==> src/rtl/reg_bus_arb_pkg.sv <==
// Shared types and constants for the register-bus arbiter slice.
package reg_bus_arb_pkg;

    typedef enum logic [1:0] {
        IDLE  = 2'd0,
        ISSUE = 2'd1,
        WAIT  = 2'd2,
        RESP  = 2'd3
    } state_t;

    localparam int DEF_NUM_REQ  = 4;
    localparam int DEF_ADDR_W   = 3;
    localparam int DEF_DATA_W   = 2;
    localparam int DEF_READ_LAT = 1;

    // Wait counter must hold READ_LAT-1; sized one step wider so lat=1 still yields a 1-bit counter.
    function automatic int cnt_width(input int lat);
        return (lat < 1) ? 1 : $clog2(lat + 1);
    endfunction

endpackage

==> src/rtl/rr_pick.sv <==
// Combinational round-robin picker: first valid request strictly after i_last, wrapping.
module rr_pick
    import reg_bus_arb_pkg::*;
#(
    parameter int NUM_REQ = DEF_NUM_REQ,
    parameter int IDX_W   = $clog2(DEF_NUM_REQ)
) (
    input  logic [NUM_REQ-1:0] i_req,
    input  logic [IDX_W-1:0]   i_last,
    output logic [NUM_REQ-1:0] o_grant,
    output logic [IDX_W-1:0]   o_idx,
    output logic               o_any
);

    int unsigned      w_pos32;
    logic [IDX_W-1:0] w_pos;

    always_comb begin
        o_grant = '0;
        o_idx   = '0;
        o_any   = 1'b0;
        w_pos32 = 0;
        w_pos   = '0;
        for (int unsigned off = 1; off <= NUM_REQ; off++) begin
            w_pos32 = (32'(i_last) + off) % NUM_REQ;
            w_pos   = IDX_W'(w_pos32);
            if (!o_any && i_req[w_pos]) begin
                o_any          = 1'b1;
                o_grant[w_pos] = 1'b1;
                o_idx          = w_pos;
            end
        end
    end

endmodule

==> src/rtl/reg_bus_arbiter.sv <==
// Round-robin arbiter/sequencer sharing one register-bank port among NUM_REQ masters.
// Optional grant locking for atomic read-modify-write: define REG_BUS_ARB_LOCK_EN.
module reg_bus_arbiter
    import reg_bus_arb_pkg::*;
#(
    parameter int NUM_REQ  = DEF_NUM_REQ,
    parameter int ADDR_W   = DEF_ADDR_W,
    parameter int DATA_W   = DEF_DATA_W,
    parameter int READ_LAT = DEF_READ_LAT
) (
    input  logic                       CLK,
    input  logic                       RST,
    input  logic [NUM_REQ-1:0]         REQ_VALID,
    input  logic [NUM_REQ-1:0]         REQ_WRITE,
    input  logic [NUM_REQ*ADDR_W-1:0]  REQ_ADDR,
    input  logic [NUM_REQ*DATA_W-1:0]  REQ_WDATA,
`ifdef REG_BUS_ARB_LOCK_EN
    input  logic [NUM_REQ-1:0]         REQ_LOCK,
`endif
    output logic [NUM_REQ-1:0]         REQ_READY,
    output logic [NUM_REQ-1:0]         RSP_VALID,
    output logic [DATA_W-1:0]          RSP_RDATA,
    output logic                       WRITE,
    output logic                       READ,
    output logic [ADDR_W-1:0]          ADDR,
    output logic [DATA_W-1:0]          WRITE_DATA,
    input  logic [DATA_W-1:0]          READ_DATA
);

    localparam int IW = $clog2(NUM_REQ);
    localparam int CW = cnt_width(READ_LAT);

    state_t              r_state;
    state_t              w_next;
    logic [IW-1:0]       r_last;
    logic [CW-1:0]       r_cnt;
    logic                r_wr;
    logic [ADDR_W-1:0]   r_addr;
    logic [DATA_W-1:0]   r_wdata;
    logic [NUM_REQ-1:0]  r_rsp_valid;
    logic [DATA_W-1:0]   r_rsp_rdata;

    logic [NUM_REQ-1:0]  w_pick_req;
    logic [NUM_REQ-1:0]  w_grant;
    logic [IW-1:0]       w_idx;
    logic                w_any;
    logic [NUM_REQ-1:0]  w_last_oh;
    logic                w_sel_wr;
    logic [ADDR_W-1:0]   w_sel_addr;
    logic [DATA_W-1:0]   w_sel_wdata;

    always_comb begin
        w_last_oh   = '0;
        w_sel_wr    = 1'b0;
        w_sel_addr  = '0;
        w_sel_wdata = '0;
        for (int unsigned i = 0; i < NUM_REQ; i++) begin
            w_last_oh[i] = (r_last == IW'(i));
            if (w_idx == IW'(i)) begin
                w_sel_wr    = REQ_WRITE[i];
                w_sel_addr  = REQ_ADDR[i*ADDR_W +: ADDR_W];
                w_sel_wdata = REQ_WDATA[i*DATA_W +: DATA_W];
            end
        end
    end

`ifdef REG_BUS_ARB_LOCK_EN
    logic r_lock;
    logic w_lock_hold;

    // While the holder keeps REQ_LOCK high, only the holder is visible to the picker.
    assign w_lock_hold = r_lock && REQ_LOCK[r_last];
    assign w_pick_req  = w_lock_hold ? (REQ_VALID & w_last_oh) : REQ_VALID;

    always_ff @(posedge CLK) begin
        if (RST) begin
            r_lock <= 1'b0;
        end else if (r_state == IDLE) begin
            if (w_any) begin
                r_lock <= REQ_LOCK[w_idx];
            end else if (!w_lock_hold) begin
                r_lock <= 1'b0;
            end
        end
    end
`else
    assign w_pick_req = REQ_VALID;
`endif

    rr_pick #(
        .NUM_REQ (NUM_REQ),
        .IDX_W   (IW)
    ) u_pick (
        .i_req   (w_pick_req),
        .i_last  (r_last),
        .o_grant (w_grant),
        .o_idx   (w_idx),
        .o_any   (w_any)
    );

    always_comb begin
        w_next    = r_state;
        REQ_READY = '0;
        case (r_state)
            IDLE: begin
                REQ_READY = w_grant;
                if (w_any) w_next = ISSUE;
            end
            ISSUE:   w_next = WAIT;
            WAIT:    if (r_cnt == '0) w_next = RESP;
            RESP:    w_next = IDLE;
            default: w_next = IDLE;
        endcase
    end

    always_ff @(posedge CLK) begin
        if (RST) begin
            r_state     <= IDLE;
            r_last      <= IW'(NUM_REQ - 1);
            r_cnt       <= '0;
            r_wr        <= 1'b0;
            r_addr      <= '0;
            r_wdata     <= '0;
            r_rsp_valid <= '0;
            r_rsp_rdata <= '0;
        end else begin
            r_state     <= w_next;
            r_rsp_valid <= '0;
            case (r_state)
                IDLE: begin
                    if (w_any) begin
                        r_wr    <= w_sel_wr;
                        r_addr  <= w_sel_addr;
                        r_wdata <= w_sel_wr ? w_sel_wdata : '0;
                        r_last  <= w_idx;
                    end
                end
                ISSUE: r_cnt <= CW'(READ_LAT - 1);
                WAIT: begin
                    if (r_cnt == '0) begin
                        r_rsp_valid <= w_last_oh;
                        r_rsp_rdata <= r_wr ? '0 : READ_DATA;
                    end else begin
                        r_cnt <= r_cnt - CW'(1);
                    end
                end
                default: ;
            endcase
        end
    end

    assign WRITE      = (r_state == ISSUE) && r_wr;
    assign READ       = (r_state == ISSUE) && !r_wr;
    assign ADDR       = r_addr;
    assign WRITE_DATA = r_wdata;
    assign RSP_VALID  = r_rsp_valid;
    assign RSP_RDATA  = r_rsp_rdata;

endmodule
==> config.mk <==
export PLATFORM = sky130hd
export DESIGN_NAME = reg_bus_arbiter
export DESIGN_NICKNAME = d
export VERILOG_FILES = /design/src/rtl/reg_bus_arb_pkg.sv /design/src/rtl/rr_pick.sv /design/src/rtl/reg_bus_arbiter.sv
export SDC_FILE = /design/constraint.sdc
export NUM_CORES = 1
export LEC_CHECK = 0
export ABC_CLOCK_PERIOD_IN_PS = 9200
export CORE_MARGIN = 4
export CORE_UTILIZATION = 38
export CTS_CLUSTER_SIZE = 10
export DETAILED_ROUTE_END_ITERATION = 8
export MAX_ROUTING_LAYER = met4
export PLACE_DENSITY = 0.72
export SLEW_MARGIN = 0
export SYNTH_ARGS = -nofsm -noshare
export SYNTH_HDL_FRONTEND = slang
export SYNTH_SLANG_ARGS = --single-unit
==> constraint.sdc <==
create_clock -name CLK -period 9.2 [get_ports CLK]
set_clock_uncertainty 0.2 [all_clocks]
set_input_delay 0.92 -clock CLK [delete_from_list [all_inputs] [get_ports CLK]]
set_output_delay 0.92 -clock CLK [all_outputs]
set_load 0.01 [all_outputs]
==> flow_summary.yaml <==
outcome:
  run_status: "finished clean"
power:
  vdd_drop_max_mv: 0.144
  power_density_nw_per_um2: 298
  total_power_mw: 0.587
  power.leakage_nw: 0.811
worst_setup_path:
  worstSetupPathType: "in -> out"
  cp_num_buf_inv: 2
  crit_arrival_ns: 3.58
  r2r_slack_ns: 5.47
  start_kind: "input port"
  cp.depth: 7
  max_stage_delay_ns: 0.71
  cp_max_fo: 24
  crit_required_ns: 8.08
  crit_chain: "clkdlybuf4s50_1 > mux4_2 > or3_1 > nor2_1 > a221oi_1 > nor2_1 > clkdlybuf4s50_1"
  endpoint_kind: "primary output"
  critPathSlowestCell: "mux4_2"
  r2r_cells: 8
  crit_family: "buffers and inverters"
floorplanning:
  core_sq_um: 3660
  die_y_um: 69.4
  die_area_sq_um: 4820
  die_w_um: 69.4
  start_util_pct: 39.2
  io_pins: 49
  rows: 22
sta:
  max_freq_ghz: 0.213
  finalSetupViolations: 0
  finalCritPeriodShare_pct: 51.1
  finalHoldViolCount: 0
  maxSlewViolCount: 0
  rsz0062_at_grt: "no"
  relSlewSlack_pct: 58.8
  finalCriticalPeriod_ns: 4.70
  fin_setup_tns_ns: 0
  tightest_slew_ns: 0.616
  hold_slack_ns: 0.266
layout:
  final_cells: 259
  antenna_cells: 0
  nNetsFinal: 256
  syn_to_final_growth_pct: 37.6
  post-route-util_pct: 53.9
  drive_gt1_share_pct: 7.11
synth:
  ys_warn_count: 0
  syn_avg_cell_area_sq_um: 8.59
  syn_area_sq_um: 1430
  synth_seq_cells: 16
  syn_nets: 210
  ys_types: 39
  synthCells: 167
  synth-seq-area-share_pct: 22.3
clock_network:
  htree_levels: 1
  clk_pin_slew_ns: 0.06
  holdBufCountCts: 0
  root_buffer: "clkbuf_8"
  clock_insertion_delay_worst_skew_ns: 0.24
  cts_buffers: 3
  cts-resized-gates: 0
  cts_tree: "yes"
  clock_sink_count: 16
  cts_setup_buffers: 0
  clockBufferDepth: 2
global_routing:
  grt_util_all_layers_pct: 13.3
  grt_max_degree: 35
  grt_pass1_wl_mm: 5.31
  antenna_found_initial: 0
  grt_pass1_vias: 1177
  gr-total-overflow: 0
hold_path:
  min_path_cells: 1
  hp-class: "reg -> reg"
placed_design:
  port_buffers: 48
  place_inst: 256
  dp_hpwl_mm: 2.52
  place_congestion: 0.803
detailed_routing:
  vias: 1350
  drtIter0Drc: 44
  vias_per_cell: 5.21
  drt_pass1_iterations: 4
  routed_wl_mm: 3.19
  routedWlPerCell_um: 12.3
  drcViolationCount: 0
  ant_nets: 0
flow_run:
  maxCapViolCount: 0
through the flow:
step	setup slack (ns)	instance area, sq um
6_report	4.50	1970
3_5_place_dp	4.52	1930
5_1_grt	4.28	1970
3_3_place_gp	4.58	1930
4_1_cts	4.51	1970
2_1_floorplan	5.76	1430
cell type report:
type | instances | area, sq um
Clock buffer | 3 | 41.3
Fill cell | 351 | 1690
Inverter | 9 | 33.8
Multi-Input combinational cell | 134 | 1030
Sequential cell | 16 | 320
Tap cell | 48 | 60.1
Timing Repair Buffer | 49 | 488
cells in the final DEF (no fill, tap or decap), drive strengths merged, types with 4 or more instances in the layout:
cell type	count
mux2	4
o21ai	9
a22oi	4
dfxtp	16
nand2	8
clkdlybuf4s50	48
mux4	4
a221oi	4
ha	11
a31oi	4
nor3b	4
mux2i	14
a211oi	4
a21oi	5
inv	9
and2	6
nor2b	7
o22a	4
nor2	23
synth_stat cells (all sizes together):
library cell | n | area share, %
a2bb2oi | 1 | 0.61
o22a | 4 | 2.4
nor3b | 4 | 2.1
inv | 9 | 2.4
o211a | 1 | 0.70
clkbuf | 4 | 1.0
mux2 | 4 | 3.9
o21ai | 9 | 3.1
xnor2 | 1 | 0.61
mux4 | 4 | 6.3
nor2 | 23 | 6.0
nor3 | 2 | 0.70
buf | 4 | 2.4
a32o | 2 | 1.4
mux2i | 14 | 9.8
a21oi | 5 | 2.0
o211ai | 1 | 0.52
ha | 11 | 9.6
dfxtp | 16 | 22
and2 | 6 | 2.6
nand2b | 3 | 1.3
nor2b | 7 | 3.2
a221oi | 4 | 2.4
o31a | 1 | 0.61
a211o | 2 | 1.2
nand2 | 8 | 2.1
a22oi | 4 | 2.1
a211oi | 4 | 2.1
or3 | 3 | 1.3
o31ai | 1 | 0.52
a221o | 1 | 0.70
a31oi | 4 | 1.7
worst reg2reg max path, cell delays in order, from the launching register on:
cell and delay (ns):
dfxtp_1 0.30, buf_4 0.31, inv_1 0.25, ha_1 0.46, mux4_2 0.54, o31ai_1 0.35
a221o_1 0.58, mux2_4 0.37, a32o_1 0.25
where the power goes:
| group | total [mW] | switching [mW] | internal (mW) |
|---|---|---|---|
| Combinational | 0.436 | 0.224 | 0.212 |
| Sequential | 0.102 | 0.0139 | 0.0884 |
| Clock | 0.0494 | 0.0205 | 0.0289 |
| Total | 0.587 | 0.258 | 0.329 |
layer usage:
layer  up-vias  wire [um]  share of wire [%]  GRT usage (%)
li1        697          -                  -              -
met1       612       1490                 47           17.2
met2        39       1520                 47           22.0
met3         2        170                5.3           1.59
met4         0         20               0.63           3.25
met5         -          0                  0              -
registers in the layout, summed over array words and instances (netlist names):
| signal | count |
|---|---|
| ADDR | 3 |
| RSP_RDATA | 2 |
| RSP_VALID | 4 |
| WRITE_DATA | 2 |
| r_last | 2 |
| r_state | 2 |
| r_wr | 1 |
final timing paths:
check,endpoint,from
worst max-delay path,REQ_READY[1],REQ_VALID[2]
worst min-delay path,WRITE_DATA[1],WRITE_DATA[1]
worst max register to register,WRITE_DATA[0],r_last[0]
worst min register to register,WRITE_DATA[1],WRITE_DATA[1]
cells by family (layout without fill, tap and decap cells):
family	count (synthesis)	count (layout)	share of synthesized area (%)
adders and majority gates	11	11	9.60
buffers and inverters	17	61	5.85
AOI/OAI and AO/OA	44	44	22.3
muxes	22	22	20.0
xor gates and xnor gates	1	1	0.611
DFF	16	16	22.3
and+or+nand+nor	56	56	19.4
Power figures use the tool's default switching activity.
==> RTL change 1, RTL diff (same settings) <==
Set the package constant `DEF_ADDR_W` to 4 (it was 3).
--- a/src/rtl/reg_bus_arb_pkg.sv
+++ b/src/rtl/reg_bus_arb_pkg.sv
@@ -9,7 +9,7 @@
     } state_t;
 
     localparam int DEF_NUM_REQ  = 4;
-    localparam int DEF_ADDR_W   = 3;
+    localparam int DEF_ADDR_W   = 4;
     localparam int DEF_DATA_W   = 2;
     localparam int DEF_READ_LAT = 1;
 
Ports: changed (resized ADDR and REQ_ADDR); port bits go from 49 to 54. No check against the original RTL was run, so the function may have changed too.
==> RTL change 1 against the unedited design <==
Wire length rose by 9.0%. Cell count fell by 6.6%. Sequential cell count rose by 1. Design area grew 0.63%. Worst hold slack improved by 28 ps. Synthesized area down 0.17%. Worst setup slack lost 8.5 ps. Via count shrank 4.0%. Die area shrank 0.14%. Critical endpoint is now REQ_READY[2]. Power grew 7.1%.
==> RTL change 1: results (changes against the unedited design) <==
Slew HR=29.83% (-29 points); CP max stage delay=700 ps; Netlist cell types=39 (unchanged); layout cell share with drive strength beyond 1=8.763% (+1.7 points); top cells by count, synth=20 x mux2i_1, 17 x dfxtp_1, 13 x nor2_1, 13 x nor2b_1, 11 x ha_1; largest net degree at the start of global routing=16 (-54%); PortBufs=53 (+10%); Net count, final=242 (-5.5%); pre-CTS WS=4580 ps (+59.50 ps); GR Util All Layers=15.44% (+2.2 points); number of H-tree levels=1 (unchanged); CP max stage cell=dfxtp_1; ys async rst share=0% (unchanged); first-pass GRT wire length=5927 um (+12%); vias in the first global route=1338 (+14%); Reg clk slew, reported paths=70 ps; Critical Path AT=3590 ps (about the same); Root Driver=clkbuf_8; post-cts sizing count=0 (unchanged); sequential cell area fraction in the yosys report=23.78% (+1.4 points); DRT iter0 DRCs=106 (+140%); VDD IR max=0.1257 mV (-13%); Filler cells=347 (-1.1%); gpl congestion=0.8731 (+8.7%); cell family with the largest share of critical-path delay=buffers and inverters; Bufs on Longest Clock Path=2 (unchanged); HP Class=flop to flop; clock latency of the later-clocked register in the worst-skew pair=250 ps; drt pass-1 iters=4 (unchanged); drt total wl=3480 um (+9.0%); cts bufs inserted=3 (unchanged); CP max FO=15 (-38%); initial antenna violation count=0 (unchanged); net count after synthesis=191 (-9.0%); post-DP HPWL=2821 um (+12%); Antenna Cells=0 (unchanged); status=complete, no violations; synthesis warning total=0 (unchanged); crit path launch=r_last[0]; Via-to-Cell Ratio=5.355 (+2.7%); Worst Hold Launch=r_wr; DRC Markers=0 (unchanged); Leakage Power=0.8547 nW (+5.4%); # Post-CTS Setup Buffers=0 (unchanged); cells taking the most area after synthesis=dfxtp_1 24%, mux2i_1 14%, ha_1 9.6%
[RTL change 1: logic make-up after synthesis]
group                      count (synthesis)  synth area share (%)
and+or+nand+nor                           42                 16.43
DFF                                       17                 23.78
adders and majority gates                 11                 9.615
AOI/OAI and AO/OA                         35                 20.80
buffers and inverters                     13                 7.255
muxes                                     26                 22.12
[RTL change 1: worst reg2reg max path, cell delays in order (launching register included)]
cell and delay (ps):
dfxtp_1 700, inv_1 280, ha_1 510, mux4_2 380
nor2b_4 170, o21a_1 200, nor2_1 790, mux2_2 430
o21a_1 200, a32o_1 250
[RTL change 1: through the flow]
stage / power (mW) / cells / area, sq um / hold WS [ps]
2_1_floorplan: 0.4934 / 144 / 1431 / 258.4
3_3_place_gp: 0.5595 / 238 / 1941 / 275.3
3_5_place_dp: 0.5778 / 238 / 1941 / 270.6
4_1_cts: 0.6344 / 242 / 1986 / 290.8
5_1_grt: 0.6838 / 242 / 1986 / 311.4
6_report: 0.6290 / 242 / 1986 / 294.0
[RTL change 1: per-layer routing]
layer  wire [um]  vias up  global-route usage [%]
li1            -      631                       -
met1        1532      595                   17.43
met2        1662       63                   25.95
met3         229        7                   4.203
met4          55        0                   5.857
met5           0        -                       -
[RTL change 1: cell type report]
type	count	area share, %
clock buffer	4	2.268
tap	48	3.025
sequential	17	17.14
inverter	6	1.134
timing repair buffer	53	26.72
multi-input combinational	114	49.72
[RTL change 1: final timing paths]
| kind | endpoint | slack, ps | cells past startpoint |
|---|---|---|---|
| worst max-delay path | REQ_READY[2] | 4490 | 8 |
| worst min-delay path | r_wr | 290 | 2 |
| worst max register to register | WRITE_DATA[0] | 4990 | 9 |
| worst min register to register | r_wr | 290 | 2 |
[RTL change 1: report_power, final]
group	internal (mW)	total, mW	leakage [nW]	switching [mW]
combinational	0.231	0.451	0.692	0.220
sequential	0.0972	0.122	0.140	0.0250
clock	0.0307	0.0559	0.0228	0.0252
total	0.358	0.629	0.855	0.270
==> RTL change 2, RTL diff (same flow settings) <==
Made on the original files. The 4 states of `state_t` get a one-hot encoding in 4 bits.
--- a/src/rtl/reg_bus_arb_pkg.sv
+++ b/src/rtl/reg_bus_arb_pkg.sv
@@ -1,11 +1,11 @@
 // Shared types and constants for the register-bus arbiter slice.
 package reg_bus_arb_pkg;
 
-    typedef enum logic [1:0] {
-        IDLE  = 2'd0,
-        ISSUE = 2'd1,
-        WAIT  = 2'd2,
-        RESP  = 2'd3
+    typedef enum logic [3:0] {
+        IDLE  = 4'b0001,
+        ISSUE = 4'b0010,
+        WAIT  = 4'b0100,
+        RESP  = 4'b1000
     } state_t;
 
     localparam int DEF_NUM_REQ  = 4;
Behaviour: no difference found for any inputs over 10 cycles, from zero or initial values and one cycle with RST high; not proved beyond that.
==> RTL change 2 against the unedited design <==
Utilization rose by 0.85 points. Critical path depth did not move. Power fell by 2.1%. Register-to-register slack improved by 180 ps. Design area rose by 1.6%. Worst setup slack improved by 58 ps. Synthesized area rose by 0.70%. Wire length rose by 6.0%. Via count rose by 2.3%. Sequential share of layout area rose by 1.7 points. Die area rose by 0.62%. Sequential cell count rose by 2. Critical path type unchanged. Largest power group unchanged.
==> RTL change 2: results (changes against the unedited design) <==
cells taking the most area after synthesis=dfxtp_1 25%, ha_1 6.9%, mux4_2 6.2%; Bufs on Longest Clock Path=2 (unchanged); net count after synthesis=205 (-2.4%); Worst Hold Launch=WRITE_DATA[0]; Slew HR=69.93% (+11 points); Filler cells=360 (+2.6%); gpl congestion=0.8901 (+11%); CP max stage cell=mux4_2; drt wl/cell=13.11 um (+6.4%); layout cell share with drive strength beyond 1=10.95% (+3.8 points); Via Count=1381 (+2.3%); drt pass-1 iters=4 (unchanged); vias in the first global route=1272 (+8.1%); post-DP HPWL=2680 um (+6.3%); first-pass GRT wire length=5554 um (+4.7%); HP Class=flop to flop; GR Util All Layers=14.00% (+0.71 points); Net count, final=251 (-2.0%); pins over their slew limit=0 (unchanged); DRT iter0 DRCs=67 (+52%); CP max stage delay=650 ps (-60 ps); sequential cell area fraction in the yosys report=24.96% (+2.6 points); top cells by count, synth=18 x dfxtp_1, 18 x nor2_1, 10 x a21oi_1; Leakage Power=0.7910 nW (-2.5%); Critical Path AT=3520 ps (-60 ps); # Post-CTS Setup Buffers=0 (unchanged); status=complete, no violations; VDD IR max=0.1506 mV (+4.8%); largest net degree at the start of global routing=29 (-17%); post-cts sizing count=0 (unchanged); Reg-to-Reg Start=r_last[1]; number of H-tree levels=1 (unchanged); Netlist cell types=46 (+18%); CP max FO=12 (-50%)
## RTL change 2: cell types whose count changed in the layout (fill, tap and decap cells not counted), moves of 4 or more
| cell | unedited run | this run |
|---|---|---|
| and3_1 | 0 | 4 |
| mux2_2 | 1 | 5 |
| nor2b_1 | 6 | 2 |
| nor2_1 | 23 | 18 |
| o22a_1 | 4 | 0 |
| mux2i_1 | 14 | 4 |
| nand3b_1 | 0 | 7 |
| a21oi_1 | 4 | 10 |
| nand2_1 | 8 | 3 |
| o21ai_1 | 0 | 4 |
| a211oi_1 | 4 | 0 |
| o21a_1 | 0 | 7 |
## RTL change 2: cell families after synthesis
group | synth area share, %
AO/OA/AOI/OAI | 24.87
adder cells (fa/ha/maj) | 6.933
buffers and inverters | 4.766
flip-flops | 24.96
multiplexers | 13.86
AND/OR/NAND/NOR | 24.61
## RTL change 2: final timing paths
path,end,slack [ps],cells past startpoint
setup / recovery,REQ_READY[1],4560,7
hold / removal,WRITE_DATA[0],270,1
setup reg to reg,WRITE_DATA[0],5650,9
hold reg to reg,WRITE_DATA[0],270,1
## RTL change 2: final cells by class
cell class              count  area share, %
inverters                   7          1.311
repair buffers             49          24.34
well taps                  48          2.996
multi-input cells         132          50.62
flip-flops and latches     18          17.98
clock buffers               4          2.747
## RTL change 2: per-stage QoR
step	std cells	instance area [sq um]	worst slack [ps]	total power, mW	utilization (%)
after floorplan	165	1444	5669	0.4119	-
after global placement	254	1949	4622	0.5142	53.25
after detailed placement	254	1949	4548	0.5167	53.25
after CTS	258	2004	4548	0.5805	54.75
after global routing	258	2004	4258	0.6295	54.75
final	258	2004	4555	0.5750	54.75
## RTL change 2: power by group
group	switching, mW	total (mW)	internal (mW)	leakage (nW)
registers	0.0155	0.112	0.0969	0.147
logic	0.212	0.400	0.188	0.615
clock network	0.0244	0.0624	0.0380	0.0288
total	0.252	0.575	0.323	0.791
## RTL change 2: worst register-to-register path, cell delays in order (launching register included)
cell       delay [ps]
dfxtp_1           600
inv_1             240
ha_1              470
mux4_2            470
or2_1             300
nor2_1            140
a21o_1            330
or2_1             330
a2111oi_0         120
a211o_1           240
## RTL change 2: metal layers
layer	wire length [um]	track usage, %	up-vias
met4	4	1.277	0
met1	1618	17.65	623
li1	-	-	711
met3	198	3.478	2
met2	1561	23.62	45
met5	0	-	-
